<file path="src/rtl/pistormx_wrbuf.sv">
// pistormx_wrbuf: in-order posted-write queue between the Pi register interface and the 68K bus sequencer.
// Define PISTORMX_WRBUF_EN to post through DEPTH entries; undefined gives a single unbuffered entry.
module pistormx_wrbuf #(
    parameter int unsigned DEPTH = 4
) (
    input  logic                    M68K_CLK,
    input  logic                    RST,
    input  logic                    PI_REQ,
    input  logic [22:0]             PI_ADDR,
    input  logic                    PI_A0,
    input  logic                    PI_SZ,
    input  logic                    PI_RW,
    input  logic [15:0]             PI_WDATA,
    output logic                    PI_BUSY,
    output logic [15:0]             PI_RDATA,
    output logic                    BUS_REQ,
    output logic [22:0]             BUS_ADDR,
    output logic                    BUS_A0,
    output logic                    BUS_SZ,
    output logic                    BUS_RW,
    output logic [15:0]             BUS_WDATA,
    input  logic                    BUS_ACK,
    input  logic                    BUS_DONE,
    input  logic [15:0]             BUS_RDATA,
    output logic [$clog2(DEPTH):0]  FIFO_LEVEL,
    output logic                    OVF
);

`ifdef PISTORMX_WRBUF_EN
    localparam int unsigned SLOTS = DEPTH;
`else
    localparam int unsigned SLOTS = 1;
`endif
    localparam int unsigned LW = $clog2(DEPTH) + 1;
    localparam int unsigned PW = (SLOTS > 1) ? $clog2(SLOTS) : 1;
    localparam int unsigned EW = 42;

    typedef enum logic [1:0] {IDLE, OFFER, FLIGHT} state_t;

    state_t          state, state_next;
    logic [EW-1:0]   mem [SLOTS];
    logic [PW-1:0]   wr_ptr, rd_ptr;
    logic [LW-1:0]   level, level_next;
    logic            rd_pending, rd_pending_next;
    logic            push, pop, load;

    function automatic logic [PW-1:0] ptr_inc(input logic [PW-1:0] p);
        return (p == PW'(SLOTS - 1)) ? '0 : p + 1'b1;
    endfunction

    always_comb begin
        push = PI_REQ && !PI_BUSY;
        pop  = (state == FLIGHT) && BUS_DONE;
        load = (state == IDLE) && (level != '0);

        level_next = level;
        if (push && !pop)
            level_next = level + 1'b1;
        else if (pop && !push)
            level_next = level - 1'b1;

        rd_pending_next = rd_pending;
        if (push && PI_RW)
            rd_pending_next = 1'b1;
        else if (pop && BUS_RW)
            rd_pending_next = 1'b0;
    end

    always_ff @(posedge M68K_CLK) begin
        if (RST)
            state <= IDLE;
        else
            state <= state_next;
    end

    // Every completed cycle returns through IDLE: this yields the idle gap between
    // offers and reloads the head from storage that is already committed.
    always_comb begin
        state_next = state;
        BUS_REQ    = 1'b0;
        case (state)
            IDLE:    if (level != '0) state_next = OFFER;
            OFFER: begin
                BUS_REQ = 1'b1;
                if (BUS_ACK) state_next = FLIGHT;
            end
            FLIGHT:  if (BUS_DONE) state_next = IDLE;
            default: state_next = IDLE;
        endcase
    end

    always_ff @(posedge M68K_CLK) begin
        if (RST) begin
            wr_ptr     <= '0;
            rd_ptr     <= '0;
            level      <= '0;
            rd_pending <= 1'b0;
            PI_BUSY    <= 1'b0;
            PI_RDATA   <= '0;
            OVF        <= 1'b0;
        end else begin
            level      <= level_next;
            rd_pending <= rd_pending_next;
            PI_BUSY    <= (level_next == LW'(SLOTS)) || rd_pending_next;
            if (PI_REQ && PI_BUSY)
                OVF <= 1'b1;
            if (push)
                wr_ptr <= ptr_inc(wr_ptr);
            if (pop)
                rd_ptr <= ptr_inc(rd_ptr);
            if (pop && BUS_RW)
                PI_RDATA <= BUS_RDATA;
        end
    end

    always_ff @(posedge M68K_CLK) begin
        if (push)
            mem[wr_ptr] <= {PI_ADDR, PI_A0, PI_SZ, PI_RW, PI_WDATA};
    end

    // Head registers hold steady from OFFER through FLIGHT for the address/data drivers.
    always_ff @(posedge M68K_CLK) begin
        if (RST) begin
            BUS_ADDR  <= '0;
            BUS_A0    <= 1'b0;
            BUS_SZ    <= 1'b0;
            BUS_RW    <= 1'b1;
            BUS_WDATA <= '0;
        end else if (load) begin
            {BUS_ADDR, BUS_A0, BUS_SZ, BUS_RW, BUS_WDATA} <= mem[rd_ptr];
        end
    end

    assign FIFO_LEVEL = level;

endmodule
</file>
<file path="config.mk">
export PLATFORM = sky130hd
export DESIGN_NAME = pistormx_wrbuf
export DESIGN_NICKNAME = d
export VERILOG_FILES = /design/src/rtl/pistormx_wrbuf.sv
export SDC_FILE = /design/constraint.sdc
export NUM_CORES = 1
export LEC_CHECK = 0
export ABC_AREA = 1
export CAP_MARGIN = 10
export CORE_MARGIN = 2
export CORE_UTILIZATION = 30
export CTS_BUF_LIST = sky130_fd_sc_hd__clkbuf_4 sky130_fd_sc_hd__clkbuf_8 sky130_fd_sc_hd__clkbuf_16
export CTS_CLUSTER_SIZE = 25
export DETAILED_ROUTE_END_ITERATION = 6
export MAX_ROUTING_LAYER = met4
export SLEW_MARGIN = 30
export SYNTH_ARGS = -nofsm -noshare
export SYNTH_HDL_FRONTEND = slang
export SYNTH_SLANG_ARGS = --single-unit
</file>
<file path="constraint.sdc">
create_clock -name M68K_CLK -period 4.15 [get_ports M68K_CLK]
set_input_delay 0.6225 -clock M68K_CLK [delete_from_list [all_inputs] [get_ports M68K_CLK]]
set_output_delay 0.6225 -clock M68K_CLK [all_outputs]
set_load 0.01 [all_outputs]
</file>
# After elaboration in Yosys (flattened, before gate mapping)
# Memories as Yosys holds them, arrays and structs flattened. A register that Yosys moved wholly into a read port is not among the register bits.
# Cells that the tools add are included.
[op_classes]
n_addsub = 2
n_mul = 0
n_div = 0
order_cmp = 0
eq_ne = 6
shifts = 0
muxes = 11
n_bitwise = 0
reduce_logical = 15
[ops]
columns = ["op", "n"]
rows = [
  ["$logic_and A1 B1 Y1", 8],
  ["$mux W2", 3],
  ["$mux W3", 2],
  ["$pmux W2 S3", 1],
  ["$mux W1", 5],
  ["$ne A2 B2 Y1 const B", 2],
  ["$add A3 B1 Y3 const B", 1],
  ["$eq A3 B1 Y1 const B", 1],
  ["$logic_not A1 Y1", 3],
  ["$reduce_and A3 Y1", 1],
  ["$reduce_bool A3 Y1", 1],
  ["$sub A3 B1 Y3 const B", 1],
  ["$eq A2 B1 Y1 const B", 1],
  ["$eq A2 B2 Y1 const B", 1],
  ["$logic_not A2 Y1", 1],
  ["$ne A2 B1 Y1 const B", 1],
  ["$logic_or A1 B1 Y1", 1],
]
[totals]
reg_bits = 24
latchBits = 0
mem_bits_rw = 42
mem_bits_ro = 0
inputBits = 63
output_inout_bits = 64
elab_cells = 41
mem_count = 1
[mem_list]
columns = ["name", "depth", "width", "read_ports", "rd_ports_with_merged_regs", "write_ports", "line", "text"]
rows = [
  ["mem", 1, 42, 1, 1, 1, "41", "logic [EW-1:0] mem [SLOTS];"],
]

# Logic depth before layout (Yosys ltp)
[depth]
ltp_word = 8
depth_mapped = 9
depth_no_buf = 9

# Worst setup path after synthesis
# No wires, ideal clock.
[synth_timing]
kind = "input to register"
startpoint = "input PI_REQ"
endpoint = "register PI_BUSY"
setup_time_ps = 112
arrival_ps = 1934
t_required_ps = 4038
setup_slack_ps = 2104
stages = 9
n_path_buf = 0
cell_sequence = "inv_1 > nor2_4 > nand2_2 > o21ai_1 > inv_1 > nand2_1 > nand2_1 > nand2_1 > nand2_1"
[synth_between]
elab_chain_len = 7
word_cells_on_any_way = 10
cone_classes = "1 x eq/ne; 3 x mux; 6 x reduce/logical"
[synth_rtl]
columns = ["element", "line", "text"]
rows = [
  ["start, declared", "8", "input logic PI_REQ,"],
  ["$logic_and A1 B1 Y1 *", "52", "push = PI_REQ && !PI_BUSY;"],
  ["via push", "45", "logic push, pop, load;"],
  ["$logic_not A1 Y1", "59", "else if (pop && !push)"],
  ["$logic_and A1 B1 Y1", "59", ""],
  ["$mux W3", "59", ""],
  ["$mux W3", "57", "if (push && !pop)"],
  ["$eq A3 B1 Y1", "104", "PI_BUSY <= (level_next == LW'(SLOTS)) || rd_pending_next;"],
  ["$logic_or A1 B1 Y1 *", "104", ""],
  ["end signal, assigned", "104", ""],
  ["end, declared", "14", "output logic PI_BUSY,"],
]
# The timed path passes the listed nets; every way through them passes the cells marked *.
# A chain may end at the register's enable or synchronous reset.

# Worst setup path after layout
[layout_timing]
startpoint = "register state[0]"
endpoint = "output BUS_REQ"
[layout_between]
elab_chain_len = 2
[layout_rtl]
columns = ["element", "line", "text"]
rows = [
  ["start, declared", "40", "state_t state, state_next;"],
  ["start signal, assigned", "73", "state <= state_next;"],
  ["$eq A2 B1 Y1", "81", "case (state)"],
  ["$mux W1", "81", ""],
  ["end, declared", "16", "output logic BUS_REQ,"],
]
# No other way between the ends.

==> flow_metrics.py <==
metrics = {
    "route": {
        "routed_wl_um": 8100,
        "via_per_inst": 4.41,
        "drt_iter0_markers": 140,
        "avgRoutedWirePerCell_um": 12.8,
        "dr_wl_met3_um": 517,
        "highest_layer": "met4",
        "drtPass1Iterations": 4,
        "dr_wl_met2_um": 3890,
        "postRouteAntennaNets": 0,
        "vias": 2793,
        "drc": 0,
        "met1Wirelength_um": 3570,
    },
    "clocking": {
        "ctsHoldBuffers": 0,
        "clk_latency_ps": 330,
        "clock-root-buffer": "clkbuf_16",
        "cts_setup_buffers": 0,
        "cts_buffers": 9,
        "post_cts_resized": 0,
        "clock-sinks": 108,
        "cts_max_path_buffers": 2,
        "htree_levels": 3,
        "clk_pin_slew_worst_paths_ps": 70,
        "cts_tree": "done",
    },
    "yosys": {
        "synth_nets": 423,
        "ys.flop_type": "dfxtp_1",
        "yosysMostFrequentCell": "nor2_1",
        "avgSynthCellArea_um2": 10.3,
        "synthDistinctLibCells": 20,
        "synthSimpleGateAreaFrac": 0.161,
        "yosys.area.top_type": "dfxtp_1",
        "ys_async_sr_fraction": 0,
        "syn_inst": 357,
        "synthAdderAreaFrac": 0.0102,
        "synth_area_mm2": 0.00369,
        "synth_commonest_cells": "89 x nor2_1, 66 x dfxtp_1, 49 x nand2_1",
        "synth_xor_xnor_area_share": 0,
        "synth.area.top_cells": "dfxtp_1 36%, edfxtp_1 34%, nor2_1 9.1%",
        "synth-seq-area-share": 0.701,
        "synth_top_area_share": 0.358,
        "synth-seq-cells": 108,
        "synth_top_family_by_area": "simple AND/OR/NAND/NOR gates",
        "synth-edff-count": 42,
        "synthMuxAreaShare": 0,
        "synth_compound_area_frac": 0.0910,
        "ys_warn_count": 0,
    },
    "layout": {
        "final_nets": 548,
        "layoutNonFillerInstCount": 634,
        "drive_gt1_frac": 0.0472,
        "design_area_mm2": 0.00535,
        "area_growth_pct": 45.1,
        "diodes": 0,
        "final_util": 0.445,
    },
    "place": {
        "placed_cell_area_mm2": 0.00509,
        "dpl.hpwl_um": 5590,
        "dp.cells": 618,
        "portBuffers": 126,
        "gp_congestion": 0.710,
        "dpl_worst_slack_ps": 1740,
    },
    "critical_path": {
        "reg2reg_depth": 8,
        "arrival_ps": 1570,
        "worstSetupStartpointType": "register",
        "cp.required_ps": 3530,
        "path_class": "reg -> out",
        "crit_path_max_fanout": 3,
        "cp-end-kind": "output pin",
    },
    "global_route": {
        "overflow": 0,
        "antenna_found_initial": 0,
        "grt_max_degree": 45,
        "grt_pass1_wl_um": 12700,
        "grtUsageTotal": 0.129,
        "grt_pass1_vias": 2714,
    },
    "sta": {
        "fin_ws_ps": 1960,
        "fin_skew_ps": 6.88,
        "max_freq_ghz": 0.456,
        "slew-limit-headroom": 0.529,
        "final_hold_viol_count": 0,
        "rsz0062_at_grt": "no",
        "fin_setup_tns_ps": 0,
        "finalSetupViolations": 0,
        "whs_ps": 454,
        "fin_crit_ps": 2190,
        "min_period_over_period": 0.528,
        "worst_pin_slew_ps": 706,
        "slew_violations": 0,
    },
    "power_and_ir_drop": {
        "total_leakage_power_nw": 1.96,
        "p_per_area_mw_per_mm2": 666,
        "power_mw": 3.56,
        "vdd_ir_drop_max_v": 0.000212,
    },
    "floorplanning": {
        "io_pins": 127,
        "fp-row-count": 40,
        "dieArea_mm2": 0.0132,
        "core_area_mm2": 0.0120,
        "die_y_um": 115,
        "start_util": 0.307,
        "die_w_um": 115,
    },
    "min_path": {
        "hold_path.class": "reg -> reg",
        "whs_path_depth": 2,
    },
    "run": {
        "cap_violations": 0,
    },
    "status": {
        "status": "finished clean",
    },
}
-- final timing paths --
check | start | endpoint | slack, ps
worst max register to register | FIFO_LEVEL[0] | BUS_WDATA[13] | 2230
worst min-delay path | mem[0][16] | BUS_RW | 450
worst max-delay path | state[0] | BUS_REQ | 1960
worst min register to register | mem[0][16] | BUS_RW | 450
-- state kept, by name, indices dropped and copies added, names as in the netlist --
| register | flops |
|---|---|
| mem | 42 |
| PI_RDATA | 16 |
| BUS_SZ | 1 |
| BUS_WDATA | 16 |
| state | 2 |
| FIFO_LEVEL | 3 |
| PI_BUSY | 1 |
| BUS_RW | 1 |
| BUS_ADDR | 23 |
| OVF | 1 |
| rd_pending | 1 |
| BUS_A0 | 1 |
-- final cells by class --
type                    count  area (um2)
clock buffers              10         233
inverters                  16        61.3
fillers                  1192        6660
clock inverters             6        31.3
flip-flops and latches    108        2580
repair buffers            130        1290
multi-input cells         217         967
well taps                 147         184
-- worst max-delay path, stage by stage, from the launching register on --
cell	delay (ps)
dfxtp_1	390
inv_1	70
nor2_1	180
clkdlybuf4s50_1	600
-- per-layer routing --
layer  GRT usage  vias up
met5           -        -
met4      0.0506        0
met3      0.0343        9
met2       0.216       91
met1       0.148     1272
li1            -     1421
-- report_power, final --
part           switching [mW]  total, mW  internal [mW]
Clock                   0.361      0.768          0.407
Sequential              0.148       1.57           1.42
Combinational           0.620       1.22          0.604
-- cell usage in the layout, fill, tap and decap left out --
master / synthesis / routed
nor2_1: 89 / 89
dfxtp_1: 66 / 66
clkinv_1: 0 / 4
o21ai_1: 1 / 1
nor2_4: 2 / 2
inv_1: 13 / 13
ha_1: 3 / 3
edfxtp_1: 42 / 42
clkdlybuf4s50_1: 0 / 126
buf_4: 0 / 4
clkinv_4: 0 / 1
o21ai_0: 43 / 43
inv_2: 2 / 2
o211ai_1: 1 / 1
nand3_4: 1 / 1
nand3_1: 6 / 6
nand2_1: 49 / 49
nand2_2: 1 / 1
a22oi_1: 1 / 1
clkinv_2: 1 / 1
a21oi_1: 20 / 20
clkbuf_16: 0 / 9
clkbuf_4: 0 / 1
clkinvlp_4: 0 / 1
-- logic make-up after synthesis --
kind of cell               count (synthesis)
adders and majority gates                  3
DFF                                      108
and+or+nand+nor                          148
buffers and inverters                     32
AOI/OAI and AO/OA                         66
No activity file was read; power rests on OpenSTA's default activity.
